===== config.mk =====
export PLATFORM = sky130hd
export DESIGN_NAME = seq_gen_prog_flat
export DESIGN_NICKNAME = d
export VERILOG_FILES = /design/src/rtl/seq_gen_pkg.sv /design/src/rtl/seq_gen_prog_if.sv /design/src/rtl/seq_cfg_shadow.sv /design/src/rtl/seq_gen_prog.sv /design/src/flat_wrapper.sv
export SDC_FILE = /design/constraint.sdc
export NUM_CORES = 1
export LEC_CHECK = 0
export ABC_AREA = 1
export ABC_CLOCK_PERIOD_IN_PS = 4900
export CAP_MARGIN = 10
export CORE_MARGIN = 4
export CORE_UTILIZATION = 56
export DETAILED_ROUTE_END_ITERATION = 10
export PLACE_DENSITY = 0.9
export SLEW_MARGIN = 20
export SYNTH_ARGS = -nofsm -noshare
export SYNTH_HDL_FRONTEND = slang
export SYNTH_SLANG_ARGS = --single-unit

===== constraint.sdc =====
create_clock -name sys_clk -period 4.9 [get_ports sys_clk]
set_clock_uncertainty 0.2 [all_clocks]
set_input_delay 0.98 -clock sys_clk [delete_from_list [all_inputs] [get_ports sys_clk]]
set_output_delay 0.98 -clock sys_clk [all_outputs]
set_load 0.05 [all_outputs]

===== src/rtl/seq_gen_pkg.sv =====
// seq_gen_pkg: shared state encoding, mode constants and legacy defaults for the sequence generator
package seq_gen_pkg;
   localparam logic [1:0] ST_IDLE = 2'd0;
   localparam logic [1:0] ST_RUN  = 2'd1;
   localparam logic [1:0] ST_DONE = 2'd2;
   localparam logic MODE_LOOP    = 1'b0;
   localparam logic MODE_ONESHOT = 1'b1;
   localparam logic [15:0] SEQ_DEF_PAT = 16'h0027;
   localparam int          SEQ_DEF_LEN = 7;
endpackage


===== src/rtl/seq_gen_prog_if.sv =====
// seq_gen_prog_if: control, configuration and serial-output bundle between test control and the generator
interface seq_gen_prog_if #(parameter int LEN_W = 4);
   localparam int MAX_LEN = 2 ** LEN_W;
   logic               seq_en;
   logic               cfg_load;
   logic [MAX_LEN-1:0] cfg_pat;
   logic [LEN_W-1:0]   cfg_len;
   logic               cfg_mode;
   logic               start;
   logic               stop;
   logic               seq_signal;
   logic               seq_valid;
   logic               seq_wrap;
   logic               seq_done;
   logic               busy;
   modport master (
      output seq_en, cfg_load, cfg_pat, cfg_len, cfg_mode, start, stop,
      input  seq_signal, seq_valid, seq_wrap, seq_done, busy
   );
   modport slave (
      input  seq_en, cfg_load, cfg_pat, cfg_len, cfg_mode, start, stop,
      output seq_signal, seq_valid, seq_wrap, seq_done, busy
   );
endinterface


===== src/rtl/seq_cfg_shadow.sv =====
// seq_cfg_shadow: pattern/length/mode shadow registers with load gating and a same-cycle start bypass
module seq_cfg_shadow
   import seq_gen_pkg::*;
#(
   parameter int          LEN_W    = 4,
   parameter int          MAX_LEN  = 2 ** LEN_W,
   parameter logic [15:0] DEF_PAT  = SEQ_DEF_PAT,
   parameter int          DEF_LEN  = SEQ_DEF_LEN,
   parameter logic        DEF_MODE = MODE_LOOP
) (
   input  logic               sys_clk,
   input  logic               sys_rst_n,
   input  logic               accept,
   input  logic               cfg_load,
   input  logic [MAX_LEN-1:0] cfg_pat,
   input  logic [LEN_W-1:0]   cfg_len,
   input  logic               cfg_mode,
   output logic [MAX_LEN-1:0] act_pat,
   output logic [LEN_W-1:0]   act_len,
   output logic               act_mode
);
   logic [MAX_LEN-1:0] pat;
   logic [LEN_W-1:0]   len;
   logic               mode;
   logic               take;

   assign take = accept & cfg_load;

   // capture a new configuration only while no sequence is running
   always_ff @(posedge sys_clk or negedge sys_rst_n) begin
      if (!sys_rst_n) begin
         pat  <= MAX_LEN'(DEF_PAT);
         len  <= LEN_W'(DEF_LEN);
         mode <= DEF_MODE;
      end else if (take) begin
         pat  <= cfg_pat;
         len  <= cfg_len;
         mode <= cfg_mode;
      end
   end

   assign act_pat  = take ? cfg_pat  : pat;
   assign act_len  = take ? cfg_len  : len;
   assign act_mode = take ? cfg_mode : mode;
endmodule


===== src/rtl/seq_gen_prog.sv =====
// seq_gen_prog: programmable LSB-first serial bit-sequence generator with loop and one-shot modes
module seq_gen_prog
   import seq_gen_pkg::*;
#(
   parameter int          LEN_W    = 4,
   parameter logic [15:0] DEF_PAT  = SEQ_DEF_PAT,
   parameter int          DEF_LEN  = SEQ_DEF_LEN,
   parameter logic        DEF_MODE = MODE_LOOP
) (
   input logic          sys_clk,
   input logic          sys_rst_n,
   seq_gen_prog_if.slave bus
);
   localparam int MAX_LEN = 2 ** LEN_W;

   logic [1:0]         state;
   logic [LEN_W-1:0]   idx;
   logic               seq_signal;
   logic               seq_valid;
   logic               seq_wrap;
   logic               seq_done;
   logic [MAX_LEN-1:0] act_pat;
   logic [LEN_W-1:0]   act_len;
   logic               act_mode;
   logic               last;

   seq_cfg_shadow #(
      .LEN_W    (LEN_W),
      .MAX_LEN  (MAX_LEN),
      .DEF_PAT  (DEF_PAT),
      .DEF_LEN  (DEF_LEN),
      .DEF_MODE (DEF_MODE)
   ) u_cfg (
      .sys_clk   (sys_clk),
      .sys_rst_n (sys_rst_n),
      .accept    (state != ST_RUN),
      .cfg_load  (bus.cfg_load),
      .cfg_pat   (bus.cfg_pat),
      .cfg_len   (bus.cfg_len),
      .cfg_mode  (bus.cfg_mode),
      .act_pat   (act_pat),
      .act_len   (act_len),
      .act_mode  (act_mode)
   );

   assign last = (idx == act_len);

   // sequencing FSM: stop overrides everything, start only from IDLE/DONE, one bit per enabled RUN cycle
   always_ff @(posedge sys_clk or negedge sys_rst_n) begin
      if (!sys_rst_n) begin
         state      <= ST_IDLE;
         idx        <= '0;
         seq_signal <= 1'b0;
         seq_valid  <= 1'b0;
         seq_wrap   <= 1'b0;
         seq_done   <= 1'b0;
      end else if (bus.stop) begin
         state      <= ST_IDLE;
         idx        <= '0;
         seq_signal <= 1'b0;
         seq_valid  <= 1'b0;
         seq_wrap   <= 1'b0;
         seq_done   <= 1'b0;
      end else if (state != ST_RUN) begin
         seq_valid <= 1'b0;
         seq_wrap  <= 1'b0;
         seq_done  <= 1'b0;
         if (bus.start) begin
            state <= ST_RUN;
            idx   <= '0;
         end
      end else if (bus.seq_en) begin
         seq_signal <= act_pat[idx];
         seq_valid  <= 1'b1;
         seq_wrap   <= last && (act_mode == MODE_LOOP);
         seq_done   <= last && (act_mode == MODE_ONESHOT);
         idx        <= last ? '0 : idx + LEN_W'(1);
         if (last && act_mode == MODE_ONESHOT) state <= ST_DONE;
      end else begin
         seq_valid <= 1'b0;
         seq_wrap  <= 1'b0;
         seq_done  <= 1'b0;
      end
   end

   assign bus.seq_signal = seq_signal;
   assign bus.seq_valid  = seq_valid;
   assign bus.seq_wrap   = seq_wrap;
   assign bus.seq_done   = seq_done;
   assign bus.busy       = (state == ST_RUN);
endmodule


===== src/flat_wrapper.sv =====
// flat-port wrapper written by rule: the top's interface ports become plain ports
module seq_gen_prog_flat import seq_gen_pkg::*;
#(
   parameter int          LEN_W    = 4,
   parameter logic [15:0] DEF_PAT  = SEQ_DEF_PAT,
   parameter int          DEF_LEN  = SEQ_DEF_LEN,
   parameter logic        DEF_MODE = MODE_LOOP
)
  (sys_clk, sys_rst_n, bus_seq_en, bus_cfg_load, bus_cfg_pat, bus_cfg_len, bus_cfg_mode, bus_start, bus_stop, bus_seq_signal, bus_seq_valid, bus_seq_wrap, bus_seq_done, bus_busy);
  seq_gen_prog_if #(.LEN_W(LEN_W)) bus_i ();
  input logic sys_clk;
  input logic sys_rst_n;
  input wire logic [$bits(bus_i.seq_en)-1:0] bus_seq_en;
  input wire logic [$bits(bus_i.cfg_load)-1:0] bus_cfg_load;
  input wire logic [$bits(bus_i.cfg_pat)-1:0] bus_cfg_pat;
  input wire logic [$bits(bus_i.cfg_len)-1:0] bus_cfg_len;
  input wire logic [$bits(bus_i.cfg_mode)-1:0] bus_cfg_mode;
  input wire logic [$bits(bus_i.start)-1:0] bus_start;
  input wire logic [$bits(bus_i.stop)-1:0] bus_stop;
  output wire logic [$bits(bus_i.seq_signal)-1:0] bus_seq_signal;
  output wire logic [$bits(bus_i.seq_valid)-1:0] bus_seq_valid;
  output wire logic [$bits(bus_i.seq_wrap)-1:0] bus_seq_wrap;
  output wire logic [$bits(bus_i.seq_done)-1:0] bus_seq_done;
  output wire logic [$bits(bus_i.busy)-1:0] bus_busy;
  assign bus_i.seq_en = bus_seq_en;
  assign bus_i.cfg_load = bus_cfg_load;
  assign bus_i.cfg_pat = bus_cfg_pat;
  assign bus_i.cfg_len = bus_cfg_len;
  assign bus_i.cfg_mode = bus_cfg_mode;
  assign bus_i.start = bus_start;
  assign bus_i.stop = bus_stop;
  assign bus_seq_signal = bus_i.seq_signal;
  assign bus_seq_valid = bus_i.seq_valid;
  assign bus_seq_wrap = bus_i.seq_wrap;
  assign bus_seq_done = bus_i.seq_done;
  assign bus_busy = bus_i.busy;
  seq_gen_prog #(.LEN_W(LEN_W), .DEF_PAT(DEF_PAT), .DEF_LEN(DEF_LEN), .DEF_MODE(DEF_MODE)) u_core (.sys_clk(sys_clk), .sys_rst_n(sys_rst_n), .bus(bus_i));
endmodule

==> out/qor.yml <==
grt_overflow: 0
antenna_found_initial: 0
dpl.hpwl_um: 2490
io_buffer_count: 31
cp_cell_sequence: "inv_1, nand2_4, inv_2, clkdlybuf4s50_1"
wl_per_cell_um: 11.7
gp_congestion: 0.797
final_cell_mix: "50 x nand3_1, 48 x nand2_1, 32 x inv_1"
cts_hold_buf: 0
via_count: 1497
cts_max_path_buffers: 2
crit_arrival_ps: 1920
ir_drop_mv: 0.200
drc: 0
core-area_mm2: 0.00303
syn_inst: 221
slew_headroom: 0.414
worst_slew_pin_slew_ps: 876
drv_cap: 0
grt_max_degree: 32
worst_skew_pair.late_latency_ps: 320
nNetsFinal: 281
max_stage_delay_ps: 800
post_cts_buffers: 0
synth_area_mm2: 0.00175
post-synth-top-area-cell: "dfrtp_1"
slew_violations: 0
die_w_um: 63.9
setup_viol: 0
syn_area_per_cell_um2: 7.91
r2r_slack_ps: 2890
initial_core_util: 0.577
yosysWarnings: 0
dr.pass1.iters: 4
synth.area.top_cells: "dfrtp_1 34%, nand3_1 14%, dfstp_2 11%"
grt_pass1_wl_um: 6040
post-route-period-util: 0.633
rr_endpoint: "u_core.state[0]$_DFFE_PN0P_"
status: "completed"
numCtsBuffers: 5
p_leak_nw: 1.04
power.total_w: 0.000658
pwr_density_cell_mw_per_mm2: 309
ys.flop_type: "dfrtp_1"
rsz0062_at_grt: "false"
async_flop_share: 1.00
min_from: "u_core.u_cfg.pat[4]$_DFF_PN0_"
cts_tree: "built"
min_path_cells: 2
reg2regPathDepth: 12
cts_root_buf: "clkbuf_4"
worstReg2RegStart: "u_core.state[0]$_DFFE_PN0P_"
area_delta_synth_final_pct: 22.0
grt_pass1_vias: 1403
path_max_fanout: 27
final_common_cell: "nand3_1"
clock-sinks: 31
wl_um: 3480
crit_buf_inv: 3
cp_slowest_cell: "clkdlybuf4s50_1"
antenna_left: 0
synthDistinctLibCells: 25
diodes: 0
rows: 20
syn_nets: 249
fin_crit_ps: 3100
die-area_mm2: 0.00408
drive_gt1_frac: 0.102
synth-seq-cells: 31
worstSetupPathType: "reg2out"
num_io_pins: 32
whs_endpoint: "u_core.u_cfg.pat[4]$_DFF_PN0_"
dieHeight_um: 63.9
path_clk_slew_ps: 100
yosysTopAreaCellShare: 0.344
viasPerCell: 5.02
start_kind: "register"
ys_seq_area_frac: 0.449
grt_use_total: 0.186
finalHoldViolCount: 0
cp-end-kind: "output port"
h-tree-depth: 2
drt_iter0_drc: 141
critical-path-top-delay-family: "buffers and inverters"
tns_ps: 0
max_freq_mhz: 322
synth_edf_count: 0
min_path_type: "reg2reg"
required_ps: 3720
ctsResizeCount: 0
holdWs_ps: 285
## Yosys cell counts, drive strengths merged, types with 2 or more instances
cell type,count
inv,35
nand3,51
dfstp,7
and2,15
nand2,52
nand3b,13
buf,6
o22ai,2
nor2,6
o21ai,4
dfrtp,24
## cell type report
| class | count | area (um2) |
|---|---|---|
| Clock buffer | 7 | 55.1 |
| Clock inverter | 1 | 5.00 |
| Fill cell | 243 | 896 |
| Inverter | 36 | 135 |
| Multi-Input combinational cell | 147 | 779 |
| Sequential cell | 31 | 785 |
| Tap cell | 44 | 55.1 |
| Timing Repair Buffer | 32 | 318 |
## worst max path at each step
stage / cells after the start / start / slack (ps) / to
floorplan: 4 / u_core.state[1]$_DFFE_PN0P_ / 2830 / bus_busy
global placement: 12 / bus_cfg_load / 1540 / u_core.state[1]$_DFFE_PN0P_
detailed placement: 12 / bus_cfg_load / 1450 / u_core.state[0]$_DFFE_PN0P_
CTS: 4 / u_core.state[1]$_DFFE_PN0P_ / 1780 / bus_busy
global route: 12 / bus_cfg_load / 1620 / u_core.state[0]$_DFFE_PN0P_
finish: 4 / u_core.state[1]$_DFFE_PN0P_ / 1800 / bus_busy
## cell families (layout without fill, tap and decap cells)
group           after synthesis  count (layout)  synth area share
compound gates                6               6            0.0186
xor+xnor                      2               2            0.0100
fa+ha+maj                     1               1           0.00716
buf+inv                      43              76             0.105
flops                        31              31             0.449
simple gates                138             138             0.410
## worst min-delay path: cells and delay by family, from the launching register on
family	cells	cell delay [ps]
flops	1	340
simple gates	2	110
## flip-flops by register name, indices dropped and copies added (netlist names)
register	flops
u_core.bus.seq_done	1
u_core.state	2
u_core.bus.seq_valid	1
u_core.u_cfg.pat	16
u_core.u_cfg.mode	1
u_core.idx	4
u_core.bus.seq_wrap	1
u_core.bus.seq_signal	1
u_core.u_cfg.len	4
## power by group
part | switching (W) | internal, W
combinational | 0.000112 | 0.0000774
sequential | 0.0000161 | 0.000298
clock | 0.0000849 | 0.0000695
total | 0.000213 | 0.000445
## per-stage QoR
step	setup WS, ps	utilization	cell area [um2]	instances
3_5_place_dp	1450	0.684	2070	290
4_1_cts	1780	0.704	2130	298
3_3_place_gp	1540	0.684	2070	290
2_1_floorplan	2830	-	1750	221
6_report	1800	0.704	2130	298
5_1_grt	1620	0.704	2130	298
## routing by layer
| metal | GRT usage | up-vias | wire length [um] | share of wire |
|---|---|---|---|---|
| met5 | 0 | - | 0 | 0 |
| met4 | 0.0728 | 0 | 34 | 0.0098 |
| met3 | 0.0439 | 5 | 199 | 0.057 |
| met2 | 0.297 | 35 | 1620 | 0.47 |
| met1 | 0.242 | 688 | 1620 | 0.47 |
| li1 | - | 769 | - | - |
Note: power is estimated with default switching activity, not from simulation.
